## config.mk

```make
export PLATFORM = sky130hd
export DESIGN_NAME = ap_fifo_core_arbiter
export DESIGN_NICKNAME = d
export VERILOG_FILES = /design/src/rtl/ap_arb_pkg.sv /design/src/rtl/ap_arb_rr2.sv /design/src/rtl/ap_fifo_core_arbiter.sv
export SDC_FILE = /design/constraint.sdc
export NUM_CORES = 1
export LEC_CHECK = 0
export CAP_MARGIN = 20
export CELL_PAD_IN_SITES_DETAIL_PLACEMENT = 0
export CELL_PAD_IN_SITES_GLOBAL_PLACEMENT = 1
export CORE_AREA = 5 5 355 357
export DETAILED_ROUTE_END_ITERATION = 10
export DIE_AREA = 0 0 360 362
export PLACE_DENSITY_LB_ADDON = 0.1
export SKIP_CTS_REPAIR_TIMING = 1
export SYNTH_ARGS = -nofsm -noshare
export SYNTH_HDL_FRONTEND = slang
export SYNTH_SLANG_ARGS = --single-unit
export TNS_END_PERCENT = 10
```

## constraint.sdc

```tcl
create_clock -name bus_clk -period 12.25 [get_ports bus_clk]
set_clock_uncertainty 0.1 [all_clocks]
set_input_delay 2.45 -clock bus_clk [delete_from_list [all_inputs] [get_ports bus_clk]]
set_output_delay 2.45 -clock bus_clk [all_outputs]
set_load 0.01 [all_outputs]
```

## src/rtl/ap_arb_pkg.sv

```systemverilog
// Shared constants for the two-channel ap_fifo core arbiter.
// States, channel indices and default widths.
package ap_arb_pkg;

    localparam int DATA_W_DEF = 128;
    localparam int LEN_W_DEF  = 16;
    localparam int CNT_W_DEF  = 32;

    typedef logic [0:0] arb_state_t;

    localparam arb_state_t ST_IDLE = 1'b0;
    localparam arb_state_t ST_BUSY = 1'b1;

    localparam logic CH1 = 1'b0;
    localparam logic CH2 = 1'b1;

endpackage

```

## src/rtl/ap_arb_rr2.sv

```systemverilog
// Two-way round-robin picker: the channel that was not served
// last wins a tie.
module ap_arb_rr2
    import ap_arb_pkg::*;
(
    input  logic [1:0] req,
    input  logic       last,
    output logic [1:0] gnt
);

    always_comb begin
        gnt = 2'b00;
        if (last == CH2) begin
            if (req[0])      gnt = 2'b01;
            else if (req[1]) gnt = 2'b10;
        end else begin
            if (req[1])      gnt = 2'b10;
            else if (req[0]) gnt = 2'b01;
        end
    end

endmodule

```

## src/rtl/ap_fifo_core_arbiter.sv

```systemverilog
// Packet-granular round-robin sharing of one ap_fifo core
// between two host channel FIFO pairs.
module ap_fifo_core_arbiter
    import ap_arb_pkg::*;
#(
    parameter int DATA_W = DATA_W_DEF,
    parameter int LEN_W  = LEN_W_DEF,
    parameter int CNT_W  = CNT_W_DEF
) (
    input  logic              bus_clk,
    input  logic              rst,
    input  logic [1:0]        ch_open,
    input  logic [LEN_W-1:0]  len_in_1,
    input  logic [LEN_W-1:0]  len_in_2,
    input  logic [LEN_W-1:0]  len_out_1,
    input  logic [LEN_W-1:0]  len_out_2,
    input  logic [DATA_W-1:0] ch_dout_1,
    input  logic [DATA_W-1:0] ch_dout_2,
    input  logic              ch_empty_n_1,
    input  logic              ch_empty_n_2,
    output logic              ch_read_1,
    output logic              ch_read_2,
    output logic [DATA_W-1:0] ch_din_1,
    output logic [DATA_W-1:0] ch_din_2,
    input  logic              ch_full_1,
    input  logic              ch_full_2,
    output logic              ch_write_1,
    output logic              ch_write_2,
    output logic [DATA_W-1:0] in_r_dout,
    output logic              in_r_empty_n,
    input  logic              in_r_read,
    input  logic [DATA_W-1:0] out_r_din,
    output logic              out_r_full,
    input  logic              out_r_write,
    output logic              core_rst,
    output logic [1:0]        grant,
    output logic [CNT_W-1:0]  pkt_cnt_1,
    output logic [CNT_W-1:0]  pkt_cnt_2
);

    arb_state_t       state;
    logic             gsel;
    logic             rr_last;
    logic [LEN_W-1:0] l_in;
    logic [LEN_W-1:0] l_out;
    logic [LEN_W-1:0] in_cnt;
    logic [LEN_W-1:0] out_cnt;
    logic [LEN_W-1:0] in_nxt;
    logic [LEN_W-1:0] out_nxt;
    logic [1:0]       elig;
    logic [1:0]       pick;
    logic             busy;
    logic             g_open;
    logic             g_empty_n;
    logic             g_full;
    logic             rd;
    logic             wr;
    logic             done;
    logic             abort;

    assign elig[0] = ch_open[0] & ch_empty_n_1 & (|len_in_1);
    assign elig[1] = ch_open[1] & ch_empty_n_2 & (|len_in_2);

    ap_arb_rr2 u_rr (
        .req  (elig),
        .last (rr_last),
        .gnt  (pick)
    );

    assign busy      = (state == ST_BUSY);
    assign g_open    = gsel ? ch_open[1]   : ch_open[0];
    assign g_empty_n = gsel ? ch_empty_n_2 : ch_empty_n_1;
    assign g_full    = gsel ? ch_full_2    : ch_full_1;

    assign in_r_dout    = busy ? (gsel ? ch_dout_2 : ch_dout_1) : '0;
    assign in_r_empty_n = busy & g_empty_n & (in_cnt < l_in);
    assign rd           = in_r_read & in_r_empty_n;

    // Idle or length reached: the core sees a full FIFO.
    assign out_r_full = ~busy | g_full | (out_cnt >= l_out);
    assign wr         = out_r_write & ~out_r_full;

    assign ch_read_1  = rd & ~gsel;
    assign ch_read_2  = rd & gsel;
    assign ch_write_1 = wr & ~gsel;
    assign ch_write_2 = wr & gsel;
    assign ch_din_1   = (busy & ~gsel) ? out_r_din : '0;
    assign ch_din_2   = (busy & gsel)  ? out_r_din : '0;

    assign in_nxt  = in_cnt + LEN_W'(rd);
    assign out_nxt = out_cnt + LEN_W'(wr);
    assign abort   = busy & ~g_open;
    assign done    = busy & g_open
                   & (in_nxt == l_in) & (out_nxt == l_out);

    always_ff @(posedge bus_clk) begin
        if (rst) begin
            state     <= ST_IDLE;
            grant     <= 2'b00;
            gsel      <= CH1;
            rr_last   <= CH2;
            l_in      <= '0;
            l_out     <= '0;
            in_cnt    <= '0;
            out_cnt   <= '0;
            core_rst  <= 1'b0;
            pkt_cnt_1 <= '0;
            pkt_cnt_2 <= '0;
        end else begin
            core_rst <= 1'b0;
            if (!busy) begin
                if (|pick) begin
                    state   <= ST_BUSY;
                    grant   <= pick;
                    gsel    <= pick[1];
                    l_in    <= pick[1] ? len_in_2  : len_in_1;
                    l_out   <= pick[1] ? len_out_2 : len_out_1;
                    in_cnt  <= '0;
                    out_cnt <= '0;
                end
            end else if (abort) begin
                state    <= ST_IDLE;
                grant    <= 2'b00;
                rr_last  <= gsel;
                core_rst <= 1'b1;
            end else begin
                in_cnt  <= in_nxt;
                out_cnt <= out_nxt;
                if (done) begin
                    state   <= ST_IDLE;
                    grant   <= 2'b00;
                    rr_last <= gsel;
                    if (gsel) pkt_cnt_2 <= pkt_cnt_2 + CNT_W'(1);
                    else      pkt_cnt_1 <= pkt_cnt_1 + CNT_W'(1);
                end
            end
        end
    end

endmodule

```

* Word level (Yosys, flattened, before mapping)
Cells that the tools add are included. W data, S select, Z words.
Storage, ports and cells: register bits 134, input bits 458, output and inout port bits 457, word-level logic and storage cells 88
Cells by class: $add $sub $neg 4, $lt $le $gt $ge 2, eq/ne operators 4, mux-type cells 30, bitwise gates (word level) 25, reduce and logical (&&, ||, !) cells 12
Operators with widths (number):
- $mux W128 | 4
- $mux W16 | 7
- $add A32 B1 Y32 const B | 2
- $add A16 B1 Y16 | 2
- $eq A16 B16 Y1 | 2
- $reduce_or A16 Y1 | 2
- $and A1 B1 Y1 | 18
- $ge A16 B16 Y1 | 1
- $lt A16 B16 Y1 | 1
- $mux W2 | 8
- $mux W1 | 11
- $reduce_and A2 Y1 | 4
- $reduce_and A4 Y1 | 2
- $not A1 Y1 | 5
- $reduce_bool A2 Y1 | 2
- $reduce_or A2 Y1 | 2
- $ne A3 B1 Y1 const B | 1
- $ne A2 B2 Y1 const B | 1
- $or A1 B1 Y1 | 2

* Longest topological paths before layout
Gate-level depths: netlist of run 1.
depth in word-level cells 11, mapped depth 22, mapped depth without buffers 19

* Cells and area by module
From an unflattened synthesis of run 1, not the netlist that was laid out.
Second synthesis, totals: cell total of the unflattened synthesis 1688, area total of the unflattened synthesis 12290.5 µm²
By module, submodules not included:
- ap_fifo_core_arbiter | times used 1, cells an instance 1685, area an instance 12271.8 µm², seq. area each 2682.6 µm²
- ap_arb_rr2 | times used 1, cells an instance 3, area an instance 18.8 µm², seq. area each 0.0 µm²

* Worst setup path before layout of run 1
Ideal clock, no wire load.
path type input-to-reg, start point in ch_empty_n_2, end point reg pkt_cnt_1[23], setup time 0.070 ns, arrival time 5.843 ns, data required time 12.080 ns, setup slack 6.236 ns, cell stages on the path 15, buffers on the path 2, path through mux2i_1 -> a2111oi_0 -> o21ai_0 -> nor2_1 -> ha_1 -> nand3_1 -> or4_1 -> xnor2_1 -> nor4b_1 -> and2_0 -> clkbuf_1 -> nand4_1 -> buf_2 -> or4_1 -> a21oi_1
On the way: cells in the longest elaborated chain, start to end 9
RTL lines:
- from (decl) | RTL line ap_fifo_core_arbiter.sv:20 | input logic ch_empty_n_2,
- $mux W1 | RTL line ap_fifo_core_arbiter.sv:72 | assign g_empty_n = gsel ? ch_empty_n_2 : ch_empty_n_1;
- $and A1 B1 Y1 (2 in series) | RTL line ap_fifo_core_arbiter.sv:76 | assign in_r_empty_n = busy & g_empty_n & (in_cnt < l_in);
- $and A1 B1 Y1 | RTL line ap_fifo_core_arbiter.sv:77 | assign rd = in_r_read & in_r_empty_n;
- $add A16 B1 Y16 | RTL line ap_fifo_core_arbiter.sv:90 | assign in_nxt = in_cnt + LEN_W'(rd);
- $eq A16 B16 Y1 | RTL line ap_fifo_core_arbiter.sv:94 | & (in_nxt == l_in) & (out_nxt == l_out);
- $and A1 B1 Y1 (2 in series) | RTL line ap_fifo_core_arbiter.sv:94
- $reduce_and A4 Y1 (no source line)
- to (signal assigned) | RTL line ap_fifo_core_arbiter.sv:134 | else pkt_cnt_1 <= pkt_cnt_1 + CNT_W'(1);
- to (decl) | RTL line ap_fifo_core_arbiter.sv:37 | output logic [CNT_W-1:0] pkt_cnt_1,
No other way between the ends. A chain may end at the register's enable or synchronous reset.

* Worst setup path after layout of run 1
start point in ch_empty_n_2, end point reg pkt_cnt_2[29]
On the way: cells in the longest elaborated chain, start to end 9
RTL lines:
- $mux W1 | RTL line ap_fifo_core_arbiter.sv:72
- $and A1 B1 Y1 (2 in series) | RTL line ap_fifo_core_arbiter.sv:76
- $and A1 B1 Y1 | RTL line ap_fifo_core_arbiter.sv:77
- $add A16 B1 Y16 | RTL line ap_fifo_core_arbiter.sv:90
- $eq A16 B16 Y1 | RTL line ap_fifo_core_arbiter.sv:94
- $and A1 B1 Y1 (2 in series) | RTL line ap_fifo_core_arbiter.sv:94
- $reduce_and A4 Y1 (no source line)
- to (signal assigned) | RTL line ap_fifo_core_arbiter.sv:133 | if (gsel) pkt_cnt_2 <= pkt_cnt_2 + CNT_W'(1);
- to (decl) | RTL line ap_fifo_core_arbiter.sv:38 | output logic [CNT_W-1:0] pkt_cnt_2
No other way between the ends.

==> results.cfg, run 1 <==
[outcome]
status = finished clean

[power]
pwr-share-seq = 0.274
p_sw_frac = 0.344
pwr_density_cell_mw_per_mm2 = 71.8
pwr-share-clk = 0.345
intPower_mw = 1.11
p_leak_nw = 8.17
power_frac_comb = 0.381
p_sw_mw = 0.584
p_total_mw = 1.70
peakVddDrop_mv = 0.0862

[drt]
ant_nets = 0
num_vias = 16390
wl_microns = 129000
viasPerCell = 3.93
wire_per_inst_microns = 31.0
drt_iter0_drc = 1170
first_pass_iters = 7
remaining_drc_errors = 0

[timing]
slew_headroom = 0.237
final-hold-violation-count = 0
min_period_over_period = 0.600
tightest_slew_ns = 1.15
min_period_ns = 7.35
setup_viol = 0
rsz0062_at_grt = false
slew_viol_final = 0
fmax_ghz = 0.136
fin_tns_setup_ns = 0

[yosys]
synth_edf_count = 0
synthDistinctLibCells = 69
synth_top_area_cell = dfxtp_1
synthTopCellsByArea = dfxtp_1 22%, mux2i_1 14%, and3_1 7.2%
ys_seq_area_frac = 0.223
synth-seq-cells = 134
yosysWarnings = 0
synth_top_area_frac = 0.223
synth_nets = 2146
synthArstFlopShare = 0
synthFlopType = dfxtp_1
synth_area_sq_mm = 0.0120
synthCells = 1651
syn_avg_cell_area_sq_um = 7.28

[worst_hold_path]
hp-class = reg -> reg

[setup_path]
path_class = in -> reg
cp_max_fo = 16
cp-start-kind = primary input
crit_path_end_kind = flip-flop
required_ns = 12.53
crit_arrival_ns = 7.63

[grt]
grt_pass1_vias = 16196
antenna_found_initial = 104
grt_usage = 0.188
grt_max_degree = 115
grt_overflow = 0
grt_pass1_wl_microns = 165000

[placement]
placedCellCount = 4085
hpwl_microns = 112000
gp_congestion = 0.957
io_buffers = 914
placed_area_sq_mm = 0.0228

[die]
coreArea_sq_mm = 0.123
pin_count = 915
rows = 129
start_util = 0.0979
die-area_sq_mm = 0.130
die_x_microns = 360
die_y_microns = 362

[clock_network]
numCtsBuffers = 17
clkTransAtPathRegs_ns = 0.07
cts_tree = built
htreeDepth = 4
clockBufferDepth = 2
clock-sinks = 134
clk_latency_ns = 0.45
clock-root-buffer = clkbuf_16

[flow_run]
max-cap-violations = 0

[layout]
nets = 2964
design_area_sq_mm = 0.0237
final_layout_size_suffix_gt1_frac = 0.0298
seqCellArea_sq_mm = 0.00269
n_fill_cell = 13727
final_cells = 4166
multiInputGateArea_sq_mm = 0.00863
area_growth_pct = 97.0
logic make-up (layout without fill, tap and decap cells):
kind of cell,after synthesis,count (layout),synth area share
xor gates and xnor gates,49,49,0.0357
AOI/OAI and AO/OA,273,273,0.139
buffers and inverters,185,1016,0.0602
other,0,47,0
and+or+nand+nor,803,803,0.361
DFF,134,134,0.223
adders and majority gates,37,37,0.0385
muxes,170,170,0.142
power by group through the flow:
| stage | clock [mW] | sequential, mW | combinational [mW] |
|---|---|---|---|
| floorplan | 0 | 0.466 | 0.231 |
| global route | 0.626 | 0.468 | 0.686 |
| finish | 0.586 | 0.466 | 0.647 |
| CTS | 0.613 | 0.467 | 0.657 |
| detailed placement | 0 | 0.477 | 0.654 |
| global placement | 0 | 0.477 | 0.656 |
path summary, 6_finish.rpt:
check / slack (ns) / start / cells past startpoint / end
hold reg to reg: 0.39 / pkt_cnt_2[31] / 2 / pkt_cnt_2[31]
hold / removal: 0.39 / pkt_cnt_2[31] / 2 / pkt_cnt_2[31]
setup / recovery: 4.90 / ch_empty_n_2 / 14 / pkt_cnt_2[29]
setup reg to reg: 5.93 / in_cnt[1] / 17 / pkt_cnt_2[29]
critical path, cell delays in order:
cell and delay (ns):
clkdlybuf4s50_1 0.49, mux2i_1 0.12, a2111oi_0 0.39, o21ai_0 0.27
nor2_1 0.25, ha_1 0.36, nand3_1 0.25, or4_1 0.60
xnor2_1 0.18, nor4b_1 0.43, and2_0 0.42, nand4_1 0.60
or4_1 0.67, a21oi_1 0.15
placed cells by master (no fill, tap or decap), types with 6 or more instances in the layout:
| master | n |
|---|---|
| and4_1 | 9 |
| nor2_1 | 226 |
| nor2b_1 | 6 |
| or4_1 | 19 |
| a211oi_1 | 33 |
| ha_1 | 37 |
| nand3_1 | 25 |
| and2_1 | 137 |
| dfxtp_1 | 132 |
| xor2_1 | 11 |
| o21ai_0 | 74 |
| a21oi_1 | 92 |
| inv_1 | 52 |
| diode_2 | 47 |
| mux2i_1 | 167 |
| nand2b_1 | 7 |
| nand4_1 | 45 |
| nor4_1 | 28 |
| nor3_1 | 25 |
| and3_1 | 138 |
| o31ai_1 | 11 |
| a31oi_1 | 7 |
| clkdlybuf4s50_1 | 913 |
| buf_4 | 15 |
| a21o_1 | 15 |
| clkbuf_16 | 17 |
| nand2_1 | 65 |
| or3_1 | 51 |
| xnor2_1 | 38 |
stage by stage:
stage               setup WS [ns]  hold WS (ns)   util
finish                       4.90         0.385  0.193
CTS                          4.94         0.386  0.192
global placement             4.66         0.384  0.186
detailed placement           4.46         0.376  0.186
global route                 4.44         0.433  0.192
floorplan                    6.24         0.391      -
area by class of cell:
cell class | instances | area share
diodes | 47 | 0.00497
clock buffers | 19 | 0.0191
clock inverters | 13 | 0.00809
inverters | 53 | 0.00862
multi-input cells | 1332 | 0.365
flip-flops and latches | 134 | 0.114
well taps | 1637 | 0.0865
repair buffers | 931 | 0.394
flip-flops by register name, indices dropped and copies added, names as in the netlist:
register and flops:
in_cnt 16, pkt_cnt_2 32, grant 2, l_in 16, pkt_cnt_1 32, busy 1, gsel 1, out_cnt 16
rr_last 1, core_rst 1, l_out 16
Yosys cell counts, drive strengths merged, types with 2 or more instances:
| library cell | n |
|---|---|
| a2111oi | 5 |
| a211oi | 33 |
| a21boi | 2 |
| a21o | 15 |
| a21oi | 92 |
| a22o | 2 |
| a22oi | 3 |
| a311oi | 3 |
| a31o | 2 |
| a31oi | 7 |
| a41oi | 2 |
| and2 | 138 |
| and3 | 138 |
| and4 | 9 |
| buf | 34 |
| clkbuf | 98 |
| dfxtp | 134 |
| ha | 37 |
| inv | 53 |
| mux2 | 3 |
| mux2i | 167 |
| nand2 | 65 |
| nand2b | 7 |
| nand3 | 26 |
| nand3b | 4 |
| nand4 | 45 |
| nand4b | 4 |
| nor2 | 229 |
| nor2b | 6 |
| nor3 | 25 |
| nor4 | 30 |
| nor4b | 2 |
| o211ai | 2 |
| o21a | 3 |
| o21ai | 76 |
| o22ai | 3 |
| o311ai | 2 |
| o31ai | 11 |
| or2 | 2 |
| or3 | 51 |
| or4 | 19 |
| or4b | 2 |
| xnor2 | 38 |
| xor2 | 11 |
metal layers:
layer  vias to the layer above  track usage  share of wire
li1                       7593            -              -
met1                      7866        0.233           0.41
met2                       773        0.304           0.45
met3                       102       0.0924           0.12
met4                        56       0.0220         0.0090
met5                         -            0         0.0027
Note: power is estimated with default switching activity, not from simulation.
==> run 2, diff against run 1 <==
--- a/config.mk
+++ b/config.mk
@@ -8,9 +8,9 @@
 export CAP_MARGIN = 20
 export CELL_PAD_IN_SITES_DETAIL_PLACEMENT = 0
 export CELL_PAD_IN_SITES_GLOBAL_PLACEMENT = 1
-export CORE_AREA = 5 5 355 357
+export CORE_AREA = 5 5 352 354
 export DETAILED_ROUTE_END_ITERATION = 10
-export DIE_AREA = 0 0 360 362
+export DIE_AREA = 0 0 357 359
 export PLACE_DENSITY_LB_ADDON = 0.1
 export SKIP_CTS_REPAIR_TIMING = 1
 export SYNTH_ARGS = -nofsm -noshare
==> constraint.sdc (replaced) <==
create_clock -name bus_clk -period 7.5 [get_ports bus_clk]
set_clock_uncertainty 0.1 [all_clocks]
set_input_delay 1.5 -clock bus_clk [delete_from_list [all_inputs] [get_ports bus_clk]]
set_output_delay 1.5 -clock bus_clk [all_outputs]
set_load 0.01 [all_outputs]
==> run 2 against run 1 <==
Critical path depth unchanged. Core utilization up 0.25 points. Non-clock buffer count unchanged. Clock power up 54%. Die area down 1.7%. First-iteration DRC count shrank 20%. Critical path type unchanged. Largest cell class unchanged.
==> results.cfg, run 2 (synthesized netlist as in run 1, its figures left out) <==
[die]
rows = 128
die-area_sq_mm = 0.128
die_y_microns = 359
coreArea_sq_mm = 0.121
pin_count = 915
start_util = 0.0995
die_x_microns = 357

[drt]
viasPerCell = 3.92
drt_iter0_drc = 938
ant_nets = 0
wire_per_inst_microns = 31.1
wl_microns = 129000
num_vias = 16294
remaining_drc_errors = 0
first_pass_iters = 5

[placement]
gp_congestion = 0.919
hpwl_microns = 112000
io_buffers = 914
placed_area_sq_mm = 0.0229

[layout]
layout_common_cells = 913 x clkdlybuf4s50_1, 227 x nor2_1, 167 x mux2i_1
nets = 2964
area_growth_pct = 96.5
n_fill_cell = 13575
final_layout_size_suffix_gt1_frac = 0.0286
top_regs = pkt_cnt_1 (32), pkt_cnt_2 (32)
layout_commonest_cell = clkdlybuf4s50_1
final_core_util = 0.195
design_area_sq_mm = 0.0236

[setup_path]
path_class = in -> reg
cp-start-kind = primary input
crit_path_end_kind = flip-flop
crit_arrival_ns = 6.49
cp_max_fo = 17
required_ns = 7.76

[timing]
rsz0062_at_grt = false
tightest_slew_ns = 1.08
slew_headroom = 0.278
setup_viol = 0
min_period_ns = 6.23
fmax_ghz = 0.160
min_period_over_period = 0.831
slew_viol_final = 0
fin_tns_setup_ns = 0
final-hold-violation-count = 0

[grt]
grt_max_degree = 172
grt_usage = 0.192
grt_pass1_vias = 16447
use_met2 = 0.315
antenna_found_initial = 105
grtUsageMet1 = 0.232
grt_busiest_layer = met2
grt_pass1_wl_microns = 165000
met3_usage = 0.0969
grt_overflow = 0

[power]
pwr_density_cell_mw_per_mm2 = 115
p_total_mw = 2.71
peakVddDrop_mv = 0.140
p_leak_nw = 8.15

[clock_network]
clk_latency_ns = 0.44
clockBufferDepth = 2
numCtsBuffers = 17
htreeDepth = 4
clock-root-buffer = clkbuf_16
clock-sinks = 134
clkTransAtPathRegs_ns = 0.06
cts_tree = built

[outcome]
status = finished clean

[worst_hold_path]
hp-class = reg -> reg

[flow_run]
max-cap-violations = 0
## run 2: cell types whose count changed in the layout (fill, tap and decap cells not counted), moves of 2 or more
cell / delta
bufinv_16: -2
inv_4: -2
clkbuf_1: +2
inv_6: -2
clkbuf_16: +2
clkinv_2: +3
## run 2: worst max-delay path, stage by stage
cell,delay [ns]
clkdlybuf4s50_1,0.49
mux2i_1,0.12
a2111oi_0,0.38
o21ai_0,0.28
nor2_1,0.21
ha_1,0.36
nand3_1,0.26
or4_1,0.61
xnor2_1,0.18
nor4b_1,0.36
and2_0,0.40
nand4_1,0.63
or3_1,0.57
a21oi_1,0.15
## run 2: metal layers
layer,up-vias,share of wire
met5,-,0.0026
met4,54,0.0086
met3,106,0.12
met2,663,0.46
met1,7872,0.41
li1,7599,-
## run 2: area by class of cell
class                      instances  area, sq um  area share
multi-input combinational       1332         8630       0.366
tap                             1625         2030      0.0862
antenna                           46          115     0.00488
timing repair buffer             931         9310       0.395
clock buffer                      22          497      0.0210
clock inverter                    10          116     0.00493
inverter                          53          204     0.00864
sequential                       134         2690       0.114
## run 2: metrics by stage
step                hold WS (ns)  worst slack, ns  cells
floorplan                  0.391             2.44   1651
global placement           0.373            0.814   4073
detailed placement         0.389            0.708   4075
CTS                        0.400             1.17   4107
global route               0.425            0.621   4108
finish                     0.398             1.27   4153
## run 2: worst paths after layout
| check | slack [ns] | cells past startpoint | end | startpoint |
|---|---|---|---|---|
| worst max-delay path | 1.27 | 14 | pkt_cnt_2[6] | ch_empty_n_1 |
| worst min-delay path | 0.40 | 2 | pkt_cnt_1[23] | pkt_cnt_1[23] |
| worst max register to register | 1.39 | 16 | pkt_cnt_2[6] | out_cnt[1] |
| worst min register to register | 0.40 | 2 | pkt_cnt_1[23] | pkt_cnt_1[23] |
## run 2: power breakdown
group	switching (mW)	leakage [nW]	internal, mW
Clock	0.366	0.297	0.539
Sequential	0.0342	1.09	0.731
Combinational	0.535	6.76	0.510
Total	0.935	8.15	1.78
==> run 3, diff against run 2 <==
==> constraint.sdc (replaced) <==
create_clock -name bus_clk -period 6.1 [get_ports bus_clk]
set_clock_uncertainty 0.1 [all_clocks]
set_input_delay 1.22 -clock bus_clk [delete_from_list [all_inputs] [get_ports bus_clk]]
set_output_delay 1.22 -clock bus_clk [all_outputs]
set_load 0.01 [all_outputs]
==> run 3 against run 2 <==
Non-clock buffer count up 35. Cell count up 0.51%. Register-to-register slack worse by 0.91 ns. Critical path type is now reg -> reg. Sequential share of layout area down 0.11 points. First-iteration DRC count up 5.8%. Setup slack worse by 0.79 ns. Clock-buffer cell count down 3. Highest routed layer unchanged. Critical endpoint is now pkt_cnt_1[23]. Clock power up 26%. Flip-flop and latch count unchanged. Sequential power up 22%. Hold slack better by 0.010 ns.
==> results.cfg, run 3 (synthesized netlist as in run 1, its figures left out) <==
[timing]
fin_tns_setup_ns = 0
slew_viol_final = 0
fmax_ghz = 0.178
final-hold-violation-count = 0
min_period_over_period = 0.922
min_period_ns = 5.62
tightest_slew_ns = 1.17
setup_viol = 0
slew_headroom = 0.222
rsz0062_at_grt = false

[setup_path]
r2r_slack_ns = 0.48
crit_path_end_kind = flip-flop
required_ns = 6.38
r2r_cells = 20
r2r_end = pkt_cnt_1[23]
cp-start-kind = flip-flop
crit_arrival_ns = 5.90
r2r_start = out_cnt[0]
path_class = reg -> reg
cp_max_fo = 29

[placement]
hpwl_microns = 114000
gp_congestion = 0.912
io_buffers = 914

[grt]
grt_max_degree = 169
grt_pass1_wl_microns = 167000
grt_usage = 0.194
grt_overflow = 0
antenna_found_initial = 94
grt_pass1_vias = 16253

[die]
die-area_sq_mm = 0.128
pin_count = 915
start_util = 0.0995
rows = 128
die_x_microns = 357
die_y_microns = 359
coreArea_sq_mm = 0.121

[layout]
area_growth_pct = 98.3
n_fill_cell = 13615
final_layout_size_suffix_gt1_frac = 0.0421
nets = 2999
layout_common_cells = 913 x clkdlybuf4s50_1, 227 x nor2_1, 167 x mux2i_1
layout_commonest_cell = clkdlybuf4s50_1
final_core_util = 0.197
top_regs = pkt_cnt_1 (32), pkt_cnt_2 (32)

[drt]
remaining_drc_errors = 0
first_pass_iters = 5
wl_microns = 131000
num_vias = 16503
wire_per_inst_microns = 31.4
ant_nets = 0
viasPerCell = 3.95
drt_iter0_drc = 992

[clock_network]
clock-sinks = 134
clkTransAtPathRegs_ns = 0.07
clock-root-buffer = clkbuf_16
htreeDepth = 4
numCtsBuffers = 17
clockBufferDepth = 2
cts_tree = built
clk_latency_ns = 0.45

[power]
peakVddDrop_mv = 0.161
p_leak_nw = 8.32
p_total_mw = 3.38
pwr_density_cell_mw_per_mm2 = 142

[worst_hold_path]
min_to = pkt_cnt_2[24]
hp-class = reg -> reg
hp-start = pkt_cnt_2[24]
whs_path_depth = 2

[flow_run]
max-cap-violations = 0

[outcome]
status = finished clean
[run 3: changes by cell type in the layout (fill, tap and decap cells not counted), sizes merged]
cell / delta
clkinv: -2
inv: +2
diode: -13
bufinv: +2
clkbuf: -3
buf: +35
[run 3: where the power goes]
part	total [mW]	switching (mW)	internal (mW)
clock network	1.14	0.446	0.693
logic	1.31	0.676	0.637
registers	0.933	0.0334	0.899
[run 3: cell type report]
class | instances | area (sq um) | share of cell area
clock inverters | 12 | 175 | 0.00735
inverters | 53 | 204 | 0.00856
repair buffers | 966 | 9560 | 0.401
well taps | 1625 | 2030 | 0.0854
multi-input cells | 1332 | 8630 | 0.362
flip-flops and latches | 134 | 2690 | 0.113
diodes | 33 | 82.6 | 0.00347
clock buffers | 19 | 443 | 0.0186
[run 3: critical path, stage by stage, from the launching register on]
cell and delay, ns:
dfxtp_1 0.36, inv_1 0.06, ha_1 0.26, nand2b_1 0.14, a21o_1 0.17, a21o_1 0.17, a21o_1 0.17, a21o_1 0.17
a2111oi_0 0.42, buf_4 0.18, o21a_1 0.20, and2_1 0.19, ha_1 0.26, xnor2_1 0.41, nand4_1 0.23, or4_1 0.61
nor4_4 0.40, nand4_1 0.15, buf_4 0.24, or4_1 0.51, a21oi_1 0.14
[run 3: per-layer routing]
metal	global-route usage	wire, microns	vias to the layer above	part of all wire
met4	0.0197	1030	34	0.0078
met5	0	206	-	0.0016
met2	0.321	60500	722	0.46
li1	-	-	7648	-
met3	0.0875	15000	95	0.11
met1	0.241	54200	8004	0.41
[run 3: how the worst max path moves through the flow]
| stage | start | end | slack (ns) | cells after the start |
|---|---|---|---|---|
| floorplan | l_in[1] | pkt_cnt_1[23] | 1.25 | 20 |
| global placement | ch_empty_n_2 | pkt_cnt_2[21] | 0.17 | 15 |
| detailed placement | ch_empty_n_1 | pkt_cnt_2[19] | 0.05 | 15 |
| CTS | out_cnt[0] | pkt_cnt_2[19] | 0.28 | 20 |
| global route | out_cnt[0] | pkt_cnt_1[28] | 0.04 | 21 |
| finish | out_cnt[0] | pkt_cnt_1[23] | 0.48 | 20 |
[run 3: per-stage QoR]
stage	hold slack, ns	instances	area (sq um)	setup slack, ns
after floorplan	0.391	1651	12000	1.25
after global placement	0.392	4107	23100	0.166
after detailed placement	0.396	4108	23100	0.0457
after CTS	0.406	4139	23700	0.284
after global routing	0.419	4142	23700	0.0389
final	0.408	4174	23800	0.476
==> variant 1, RTL diff (settings of run 2) <==
Register the output `pkt_cnt_1` once more, with the module's reset; this adds one clock of latency there. The other outputs are not delayed to match.
--- a/src/rtl/ap_fifo_core_arbiter.sv
+++ b/src/rtl/ap_fifo_core_arbiter.sv
@@ -38,4 +38,6 @@
     output logic [CNT_W-1:0]  pkt_cnt_2
 );
+
+    logic [CNT_W-1:0] pkt_cnt_1_s0;
 
     arb_state_t       state;
@@ -105,5 +107,5 @@
             out_cnt   <= '0;
             core_rst  <= 1'b0;
-            pkt_cnt_1 <= '0;
+            pkt_cnt_1_s0 <= '0;
             pkt_cnt_2 <= '0;
         end else begin
@@ -132,5 +134,5 @@
                     rr_last <= gsel;
                     if (gsel) pkt_cnt_2 <= pkt_cnt_2 + CNT_W'(1);
-                    else      pkt_cnt_1 <= pkt_cnt_1 + CNT_W'(1);
+                    else      pkt_cnt_1_s0 <= pkt_cnt_1_s0 + CNT_W'(1);
                 end
             end
@@ -138,4 +140,12 @@
     end
 
+    always_ff @(posedge bus_clk) begin
+        if (rst) begin
+            pkt_cnt_1 <= '0;
+        end else begin
+            pkt_cnt_1 <= pkt_cnt_1_s0;
+        end
+    end
+
 endmodule
 
Behaviour: not the same (a bounded check fails within 4 cycles, from zero or initial values and one cycle with rst high).
==> variant 1 against run 2 <==
- register-to-register slack gained 0.16 ns
- critical endpoint is now pkt_cnt_2[15]
- total power increased by 10%
- combinational power is 6% higher
- setup slack gained 0.27 ns
- clock power up 5.1%
- sequential cell count increased by 32
- critical path depth unchanged
- wire length rose by 21%
- highest routed layer unchanged
- cell area is 4.1% higher
- cell count up 0.94%
- via count rose by 4.7%
- first-iteration DRC count grew 7.8%
- synthesized cell count grew 4.0%
- area after synthesis increased by 8.7%
==> variant 1: results (changes against run 2) <==
stage,metric,value,unit,change
global_route,use_met2,0.419,,+0.104
drt,drtIter0Drc,1011,,+7.8%
layout,layout.nets,3017,,+1.8%
run_status,status,completed,,
synthesis,netlist_top_cells_area,"dfxtp_1 25%, mux2i_1 13%, and3_1 13%, nor2_1 8.1%, mux2_2 4.7%",,
critical_path,critPathMaxStageDelay,0.79,ns,+0.16 ns
layout,seq_area,3330,um2,+24%
synthesis,synth_xor_xnor_area_share,0.0241,,-0.0116
synthesis,synth_compound_area_frac,0.0991,,-0.0397
placement,place_area,23800,um2,+4.2%
critical_path,critPathSlowestCell,or4_4,,
synthesis,yosysSeqAreaShare,0.255,,+0.0312
global_route,grt_pass1_vias,17100,,+3.7%
layout,signal_buffers,939,,+0.86%
placement,hpwl,136000,um,+21%
global_route,grt_pass1_wl,194000,um,+18%
layout,comb.multi_input.count,1336,,+0.30%
pwr,comb_power,1.10,mW,+6%
layout,num_antenna_cells,33,,-28%
drt,wirelength_met1,61700,um,+17%
synthesis,synthesis.nets,2212,,+3.1%
drt,avgViaCountPerCell,4.07,,+3.7%
global_route,grt_start_max_net_pins,121,,-30%
sta,worst_pin_slew,1.24,ns,+0.160 ns
pwr,p_switching,1.05,mW,+12%
placement,gp_congestion,1.11,,+21%
layout,clock_buffers,19,,-14%
drt,drt_wl_total,156000,um,+21%
layout,inv_count,62,,+17%
layout,reg_top3,"pkt_cnt_1 (32), pkt_cnt_1_s0 (32), pkt_cnt_2 (32)",,
drt,met2_length,78000,um,+32%
variant 1: changes by cell type after synthesis, sizes merged, moves of 35 or more:
| cell | before | now |
|---|---|---|
| and2 | 138 | 6 |
| and3 | 138 | 265 |
| nor2 | 229 | 283 |
| mux2 | 3 | 54 |
| a21oi | 92 | 46 |
| or3 | 51 | 9 |
| nor2b | 6 | 46 |
| o21ai | 76 | 41 |
variant 1: metrics by stage:
stage / total power [mW] / std cells
floorplan: 1.31 / 1717
detailed placement: 2.06 / 4126
global route: 3.12 / 4164
CTS: 3.04 / 4157
finish: 2.99 / 4192
global placement: 2.08 / 4126
variant 1: final timing paths:
kind / depth (start not counted) / slack, ns / startpoint / endpoint
max: 14 / 1.54 / ch_empty_n_2 / pkt_cnt_2[15]
min reg2reg: 2 / 0.38 / pkt_cnt_1_s0[30] / pkt_cnt_1[30]
max reg2reg: 16 / 1.55 / out_cnt[1] / pkt_cnt_2[15]
min: 2 / 0.38 / pkt_cnt_1_s0[30] / pkt_cnt_1[30]
==> variant 2, RTL diff (config.mk and constraints of run 2) <==
Made on the original files. Change the package constant `LEN_W_DEF` from 16 to 32.
--- a/src/rtl/ap_arb_pkg.sv
+++ b/src/rtl/ap_arb_pkg.sv
@@ -4,5 +4,5 @@
 
     localparam int DATA_W_DEF = 128;
-    localparam int LEN_W_DEF  = 16;
+    localparam int LEN_W_DEF  = 32;
     localparam int CNT_W_DEF  = 32;
 
Ports: changed (resized len_in_1, len_in_2, len_out_1 and len_out_2); port bits go from 915 to 979. The function was not compared with the original's and may differ.
==> variant 2 against run 2 <==
- fmax fell by 7.4%
- setup slack lost 0.50 ns
- area after synthesis up 48%
- wire length grew 26%
- sequential cell count rose by 64
- global-route usage up 5.0 points
- synthesized cell count is 43% higher
- via count rose by 34%
- register-to-register slack worse by 0.44 ns
- critical endpoint is now pkt_cnt_1[15]
- total power rose by 28%
- non-clock buffer count rose by 105
- cell count up 17%
- cell area increased by 27%
==> variant 2: results (changes against run 2) <==
stage,metric,value,unit,change
synthesis,synthMuxAreaShare,0.154,,+0.0118
critical_path,crit_family,compound AO/OA/AOI/OAI gates,,
placement,io_buffers,978,,+7.0%
synthesis,synth_xor_xnor_area_share,0.0438,,+0.00810
placement,dpl.cell_count,4816,,+18%
sta,finalHoldWorstSlack,0.373,ns,-0.0249 ns
layout,inv_count,77,,+45%
sta,fin_crit,6.73,ns,+0.498 ns
synthesis,synth_compound_area_frac,0.112,,-0.0267
placement,place_ws,0.262,ns,-0.446 ns
critical_path,startpoint,ch_full_1,,
layout,seq_cells,198,,+48%
global_route,grtUsageTotal,0.242,,+0.0497
critical_path,rr_startpoint,in_cnt[1],,
pwr,vdd_ir_drop_max,0.000176,V,+26%
layout,nonClkBufAreaFrac,0.343,,-0.0518
layout,multiInputGateArea,12800,um2,+48%
layout,comb.multi_input.count,1880,,+41%
pwr,netSwitchingFraction,0.370,,+0.0257
drt,drtIter0Drc,1317,,+40%
layout,clock_buffers,18,,-18%
run_status,status,completed,,
global_route,grt_pass1_vias,21600,,+31%
critical_path,rr_endpoint,pkt_cnt_1[23],,
synthesis,synth_fa_ha_area_frac,0.0485,,+0.0100
layout,num_antenna_cells,23,,-50%
placement,place_area,29400,um2,+29%
placement,gp_congestion,0.962,,+4.6%
global_route,antenna_found_initial,86,,-18%
critical_path,arrival,7.01,ns,+0.52 ns
critical_path,worstPathMaxFanout,18,,+1
layout,seq_area_frac,0.132,,+0.0182
critical_path,crit_path_end,pkt_cnt_1[15],,
layout,clkCellAreaFrac,0.0197,,-0.00625
synthesis,yosysSeqAreaShare,0.223,,-0.000454
drt,avgViaCountPerCell,4.49,,+14%
pwr,p_per_area,115,nW/um2,+0.19%
cts,clk_latency,0.49,ns,+0.05 ns
layout,post-route-util,0.249,,+0.0534
critical_path,reg2regPathDepth,23,,+7
drt,first_pass_iters,7,,+2
synthesis,synth_common_cells,"226 x nor2_1, 199 x mux2i_1, 198 x dfxtp_1, 198 x nor2b_1, 163 x and3_1",,
min_path,worstHoldStart,grant[0],,
## variant 2: changes by cell type after synthesis, moves of 23 or more
cell,run 2,this run
a211oi_1,33,73
and3_1,138,163
clkbuf_1,98,162
dfxtp_1,134,198
ha_1,37,69
inv_1,52,77
mux2_2,3,61
mux2i_1,167,199
nand2_1,65,107
nor2b_1,6,198
nor3_1,25,83
or3_1,51,19
xnor2_1,38,61
## variant 2: power groups by stage
stage	clock, mW	sequential, mW	combinational (mW)
2_1_floorplan	0	1.14	0.503
3_3_place_gp	0	1.17	1.34
3_5_place_dp	0	1.17	1.33
4_1_cts	1.04	1.15	1.34
5_1_grt	1.08	1.15	1.40
6_report	1.00	1.14	1.32
## variant 2: metal layers
layer	track usage	vias up	wire, um
li1	-	10000	-
met1	0.258	10600	59700
met2	0.443	921	82100
met3	0.102	221	16300
met4	0.0493	62	4160
met5	0	-	388
## variant 2: worst min-delay path, cell delays in order (launching register included)
cell and delay [ns]:
dfxtp_1 0.32, nand2_1 0.06, o31ai_1 0.06
